===== src/rtl/jpeg_block_pkg.sv =====
// rtl/jpeg_block_pkg.sv - shared 8x8 block constants, occupancy type and zigzag lookup
package jpeg_block_pkg;

    localparam int DATA_WIDTH = 12;
    localparam int DEPTH      = 64;
    localparam int BLOCK_BITS = DATA_WIDTH * DEPTH;

    // Number of complete blocks resident in the ping-pong storage.
    typedef enum logic [1:0] {
        HELD_NONE = 2'd0,
        HELD_ONE  = 2'd1,
        HELD_TWO  = 2'd2
    } held_t;

    // Maps output sequence number to natural (raster) coefficient index.
    function automatic logic [5:0] zigzag_addr(input logic [5:0] seq);
        logic [5:0] addr;
        case (seq)
            6'd0:  addr = 6'd0;   6'd1:  addr = 6'd1;   6'd2:  addr = 6'd8;   6'd3:  addr = 6'd16;
            6'd4:  addr = 6'd9;   6'd5:  addr = 6'd2;   6'd6:  addr = 6'd3;   6'd7:  addr = 6'd10;
            6'd8:  addr = 6'd17;  6'd9:  addr = 6'd24;  6'd10: addr = 6'd32;  6'd11: addr = 6'd25;
            6'd12: addr = 6'd18;  6'd13: addr = 6'd11;  6'd14: addr = 6'd4;   6'd15: addr = 6'd5;
            6'd16: addr = 6'd12;  6'd17: addr = 6'd19;  6'd18: addr = 6'd26;  6'd19: addr = 6'd33;
            6'd20: addr = 6'd40;  6'd21: addr = 6'd48;  6'd22: addr = 6'd41;  6'd23: addr = 6'd34;
            6'd24: addr = 6'd27;  6'd25: addr = 6'd20;  6'd26: addr = 6'd13;  6'd27: addr = 6'd6;
            6'd28: addr = 6'd7;   6'd29: addr = 6'd14;  6'd30: addr = 6'd21;  6'd31: addr = 6'd28;
            6'd32: addr = 6'd35;  6'd33: addr = 6'd42;  6'd34: addr = 6'd49;  6'd35: addr = 6'd56;
            6'd36: addr = 6'd57;  6'd37: addr = 6'd50;  6'd38: addr = 6'd43;  6'd39: addr = 6'd36;
            6'd40: addr = 6'd29;  6'd41: addr = 6'd22;  6'd42: addr = 6'd15;  6'd43: addr = 6'd23;
            6'd44: addr = 6'd30;  6'd45: addr = 6'd37;  6'd46: addr = 6'd44;  6'd47: addr = 6'd51;
            6'd48: addr = 6'd58;  6'd49: addr = 6'd59;  6'd50: addr = 6'd52;  6'd51: addr = 6'd45;
            6'd52: addr = 6'd38;  6'd53: addr = 6'd31;  6'd54: addr = 6'd39;  6'd55: addr = 6'd46;
            6'd56: addr = 6'd53;  6'd57: addr = 6'd60;  6'd58: addr = 6'd61;  6'd59: addr = 6'd54;
            6'd60: addr = 6'd47;  6'd61: addr = 6'd55;  6'd62: addr = 6'd62;  6'd63: addr = 6'd63;
            default: addr = 6'd0;
        endcase
        return addr;
    endfunction

endpackage


===== src/rtl/zigzag_index_rom.sv =====
// rtl/zigzag_index_rom.sv - sequence number to storage address, zigzag or pass-through
import jpeg_block_pkg::*;

module zigzag_index_rom #(
    parameter int ZIGZAG = 1
) (
    input  logic [5:0] seq,
    output logic [5:0] addr
);

    // Table lookup when zigzag ordering is selected, otherwise raster order.
    always_comb begin
        addr = (ZIGZAG != 0) ? zigzag_addr(seq) : seq;
    end

endmodule


===== src/rtl/block_serializer_64x12bit.sv =====
// rtl/block_serializer_64x12bit.sv - ping-pong 8x8 block buffer streaming one coefficient per cycle
import jpeg_block_pkg::*;

module block_serializer_64x12bit #(
    parameter int DATA_WIDTH = 12,
    parameter int DEPTH      = 64,
    parameter int ZIGZAG     = 1
) (
    input  logic                          clock,
    input  logic                          reset_n,
    input  logic                          in_valid,
    output logic                          in_ready,
    input  logic [DATA_WIDTH*DEPTH-1:0]   in_block,
    output logic                          out_valid,
    input  logic                          out_ready,
    output logic [DATA_WIDTH-1:0]         out_data,
    output logic [5:0]                    out_index,
    output logic                          out_last
);

    logic [DATA_WIDTH-1:0] bank_mem [2][DEPTH];

    held_t      held;
    held_t      held_next;
    logic       rd_bank;
    logic       rd_bank_next;
    logic [5:0] rd_cnt;
    logic [5:0] rd_cnt_next;

    logic       accept;
    logic       xfer;
    logic       last_xfer;
    logic       wr_bank;
    logic [5:0] rd_addr;

    // Ready depends only on registered occupancy, never on out_ready.
    assign in_ready  = (held != HELD_TWO);
    assign out_valid = (held != HELD_NONE);
    assign accept    = in_valid && in_ready;
    assign xfer      = out_valid && out_ready;
    assign last_xfer = xfer && (rd_cnt == 6'd63);

    // An empty buffer loads straight into the bank about to be read; otherwise the idle bank.
    assign wr_bank = (held == HELD_NONE) ? rd_bank : ~rd_bank;

    zigzag_index_rom #(
        .ZIGZAG (ZIGZAG)
    ) u_zigzag_index_rom (
        .seq  (rd_cnt),
        .addr (rd_addr)
    );

    assign out_data  = out_valid ? bank_mem[rd_bank][rd_addr] : '0;
    assign out_index = rd_cnt;
    assign out_last  = out_valid && (rd_cnt == 6'd63);

    // Next occupancy, read bank and read counter from the two handshakes.
    always_comb begin
        held_next    = held;
        rd_bank_next = rd_bank;
        rd_cnt_next  = rd_cnt;
        if (xfer) begin
            rd_cnt_next = rd_cnt + 6'd1;
        end
        if (last_xfer) begin
            rd_bank_next = ~rd_bank;
        end
        case (held)
            HELD_NONE: begin
                if (accept) held_next = HELD_ONE;
            end
            HELD_ONE: begin
                if (accept && !last_xfer)      held_next = HELD_TWO;
                else if (!accept && last_xfer) held_next = HELD_NONE;
            end
            HELD_TWO: begin
                if (last_xfer) held_next = HELD_ONE;
            end
            default: held_next = HELD_NONE;
        endcase
    end

    // Occupancy and read-pointer state.
    always_ff @(posedge clock or negedge reset_n) begin
        if (!reset_n) begin
            held    <= HELD_NONE;
            rd_bank <= 1'b0;
            rd_cnt  <= 6'd0;
        end else begin
            held    <= held_next;
            rd_bank <= rd_bank_next;
            rd_cnt  <= rd_cnt_next;
        end
    end

    // Whole-block load into the selected bank; element 0 sits in the MSBs of in_block.
    always_ff @(posedge clock or negedge reset_n) begin
        if (!reset_n) begin
            for (int b = 0; b < 2; b++) begin
                for (int k = 0; k < DEPTH; k++) begin
                    bank_mem[b][k] <= '0;
                end
            end
        end else if (accept) begin
            for (int k = 0; k < DEPTH; k++) begin
                bank_mem[wr_bank][k] <= in_block[DATA_WIDTH*(DEPTH-k)-1 -: DATA_WIDTH];
            end
        end
    end

endmodule


===== config.mk =====
export PLATFORM = sky130hd
export DESIGN_NAME = block_serializer_64x12bit
export DESIGN_NICKNAME = d
export VERILOG_FILES = /design/src/rtl/jpeg_block_pkg.sv /design/src/rtl/zigzag_index_rom.sv /design/src/rtl/block_serializer_64x12bit.sv
export SDC_FILE = /design/constraint.sdc
export NUM_CORES = 2
export LEC_CHECK = 0
export BUFFER_PORTS_ARGS = -buffer_cell sky130_fd_sc_hd__buf_4
export CAP_MARGIN = 15
export CELL_PAD_IN_SITES_DETAIL_PLACEMENT = 0
export CELL_PAD_IN_SITES_GLOBAL_PLACEMENT = 1
export CORE_UTILIZATION = 48
export DETAILED_ROUTE_END_ITERATION = 6
export PLACE_DENSITY_LB_ADDON = 0.1
export SYNTH_ARGS = -nofsm -noshare
export SYNTH_HDL_FRONTEND = slang
export SYNTH_SLANG_ARGS = --single-unit
export TNS_END_PERCENT = 10

===== constraint.sdc =====
create_clock -name clock -period 5 [get_ports clock]
set_input_delay 0.25 -clock clock [delete_from_list [all_inputs] [get_ports clock]]
set_output_delay 0.25 -clock clock [all_outputs]
set_load 0.01 [all_outputs]

==> summary.md <==
| Metric | Value |
|---|---|
| Outcome | `complete, but fails checks` |
| Failing checks | `negative setup slack` |
| RR Endpoint | `bank_mem[219]$_DFFE_PN0P_` |
| Post-Syn Instances | `5576` |
| Clock-pin slew on the worst setup and hold paths | `0.06 ns` |
| Fin nets | `7937` |
| Final Max Tran Viols | `0` |
| Root buf cell | `clkbuf_16` |
| FMAX | `195.2 MHz` |
| Area used by multi-input combinational logic | `31970 um2` |
| Register area | `38670 um2` |
| VDD IR max | `0.6598 mV` |
| Die Span X | `388.6 um` |
| IO buf count | `792` |
| Die ar. | `151000 um2` |
| Sequential element share of the synthesized area | `0.5389` |
| Final Skew | `0.02757 ns` |
| CTS Buffer Depth | `3` |
| Placed inst area | `80380 um2` |
| Core area | `148000 um2` |
| DR iter-0 viols | `3311` |
| Initial antenna violation count | `65` |
| Final Hold Vio Count | `0` |
| Worst Tran Pin Value | `1.317 ns` |
| Worst EP arrival | `4.87 ns` |
| Startpoint Class | `register` |
| Power per cell area | `819.5 nW/um2` |
| Vias in the first global route | `55.30k` |
| Synthesized Nets | `6361` |
| Final Cycle Share | `1.025` |
| Worst-skew pair later-pin latency | `0.81 ns` |
| Max-slew headroom | `0.1219` |
| Gr ovfl total | `0` |
| ANT nets after route | `0` |
| Avg Inst Size Synth | `12.87 um2` |
| CTS tree | `done` |
| CP Launch Point | `out_index[0]$_DFFE_PN0P_` |
| Setup TNS | `-0.4257 ns` |
| Largest net degree at the start of global routing | `186` |
| PnR worst setup slack | `-0.1243 ns` |
| H-tree Lvls | `4` |
| Fillers | `11.25k` |
| Clock sink count | `1545` |
| Row cnt | `141` |
| Worst endpoint required time | `4.75 ns` |
| Worst setup EP type | `primary output` |
| RSZ-0062 raised after global routing | `yes` |
| Fin Hold WS | `0.07832 ns` |
| Worst-path fanout max | `14` |
| FF-to-FF setup slack | `1.57 ns` |
| Synthesized flop and latch total | `1545` |
| Leak pwr | `42.49 nW` |
| Gr usage total | `0.3187` |
| Setup Crit Path Kind | `reg -> out` |
| Die Y | `388.6 um` |
| Layout cells sized above 1 | `0.4193` |
| Post-synth EDFFs | `0` |
| Final wirelength | `243100 um` |
| Vias/cell | `5.720` |
| Asr flop ratio synth | `1.000` |
| Drt pass-1 iters | `5` |
| I/O pins | `793` |
| Most used DFF post-synth | `dfrtp_1` |
| MaxCap Viol Count | `0` |
| CTS buffer count | `168` |
| First-pass GRT wire length | `359300 um` |
| Initial Utilization | `0.4847` |
| # setup viols final | `6` |
| Layout area overhead | `33.14%` |
| Vias | `53.00k` |
| Hold WC Path Type | `in -> async` |
| Worst r2r path cells | `7` |
| Final min period | `5.124 ns` |
| WL/cell | `26.24 um` |
| Yosys cell types | `78` |
| Gpl congestion | `0.8804` |
| Mapped cell area | `71740 um2` |
| Reg2Reg Launch Point | `held[1]$_DFFE_PN0P_` |
| Drt drc | `0` |
| DP Wirelength | `164000 um` |
| Post-layout instance area | `95510 um2` |
| Yosys synthesis warning count | `0` |
## cell families (layout without fill, tap and decap cells)
group	Yosys count	count (layout)	share of synthesized area
AOI/OAI and AO/OA	430	430	0.04345
xor gates and xnor gates	5	5	0.0006104
adders and majority gates	13	13	0.002267
buffers and inverters	419	2125	0.02651
DFF	1545	1545	0.5389
muxes	1931	1931	0.3103
other	0	52	0
and+or+nand+nor	1233	1235	0.07795
## registers in the layout, indices dropped and copies added, names as in the netlist
| register | cells |
|---|---|
| bank_mem | 1536 |
| out_index | 6 |
| held | 2 |
| rd_bank | 1 |
## routing by layer
layer	vias to the layer above	wire, um	global-route usage
li1	23519	-	-
met1	27525	102000	0.4201
met5	-	142	0
met2	1522	116800	0.5219
met4	24	9799	0.1205
met3	407	14420	0.05999
## how the worst max path moves through the flow
stage,endpoint,slack [ns],cells past startpoint
floorplan,out_data[9],1.04,14
global placement,out_data[1],-0.39,15
detailed placement,out_data[1],-0.40,15
CTS,out_data[0],-0.10,16
global route,out_data[7],-0.21,15
finish,out_data[7],-0.12,15
## through the flow
| stage | worst slack [ns] | total power, mW | std cells | utilization |
|---|---|---|---|---|
| detailed placement | -0.3991 | 61.60 | 8072 | 0.5430 |
| CTS | -0.1011 | 77.96 | 9209 | 0.6434 |
| floorplan | 1.038 | 47.64 | 5576 | - |
| global placement | -0.3941 | 60.98 | 8072 | 0.5430 |
| global route | -0.2136 | 82.17 | 9248 | 0.6450 |
| finish | -0.1243 | 78.27 | 9266 | 0.6453 |
## synthesized netlist by cell type, drive strengths merged, types with 9 or more instances
library cell / count / area, um2
mux2: 1552 / 17480
dfrtp: 1545 / 38660
nand2: 705 / 2649
mux2i: 300 / 3003
clkbuf: 279 / 1047
nand3: 270 / 1356
buf: 131 / 820.8
and3: 112 / 700.7
a211oi: 102 / 765.7
mux4: 79 / 1779
o21ai: 66 / 334.1
a32oi: 53 / 464.2
a31oi: 49 / 306.5
a21oi: 39 / 195.2
nand4: 39 / 244.0
nor2: 26 / 107.6
nor4: 26 / 162.7
a22oi: 25 / 187.7
nor3: 17 / 100.1
ha: 13 / 162.7
o2111ai: 12 / 105.1
o211ai: 12 / 90.09
o31a: 11 / 96.34
a221o: 10 / 100.1
a2bb2oi: 10 / 87.58
a311oi: 9 / 78.83
## final cells by class
| cell class | instances | area share |
|---|---|---|
| Tap cell | 1930 | 0.02528 |
| Sequential cell | 1545 | 0.4049 |
| Clock buffer | 256 | 0.05367 |
| Inverter | 9 | 0.0004454 |
| Antenna cell | 52 | 0.001362 |
| Clock inverter | 46 | 0.005502 |
| Timing Repair Buffer | 1814 | 0.1741 |
| Multi-Input combinational cell | 3614 | 0.3348 |
## worst max-delay path, cell delays in order (launching register included)
cell and delay [ns]:
dfrtp_1 0.42, buf_6 0.15, ha_4 0.16, and4b_1 0.23
o31ai_4 0.28, and2_4 0.25, buf_12 0.15, buf_4 0.13
bufbuf_16 0.30, mux2i_1 0.09, mux4_2 0.53, a22oi_2 0.16
a21oi_2 0.14, nor4_4 0.68, o31a_1 0.27, buf_4 0.14
## cells in the final DEF (no fill, tap or decap), types with 28 or more instances in the layout
cell / instances
nand4_1: 39
mux4_2: 79
clkbuf_8: 40
diode_2: 52
o21ai_0: 47
nand2_1: 696
clkbuf_16: 178
nand3_1: 265
a211oi_1: 96
dfrtp_1: 1542
a31oi_1: 40
a32oi_1: 53
mux2_2: 1552
buf_4: 958
buf_12: 46
clkinv_2: 28
and3_1: 112
a21oi_1: 32
clkbuf_1: 39
mux2i_1: 300
dlygate4sd3_1: 771
## power breakdown
part	switching, mW	leakage, nW	internal (mW)	total [mW]
clock network	5.22	2.79	7.52	12.7
logic	23.1	21.6	20.0	43.1
registers	3.36	18.1	19.1	22.4
## repair_timing
| action | CTS | global route |
|---|---|---|
| cloned | 12 | 2 |
| buffers inserted | 52 | 3 |
| pin swaps | 33 | 12 |
| hold buffers | 771 | 0 |
| setup endpoints to repair | 12 | 12 |
| resized for setup | 145 | 22 |
| hold endpoints to repair | 1634 | 0 |
No activity file was read; power rests on OpenSTA's default activity.
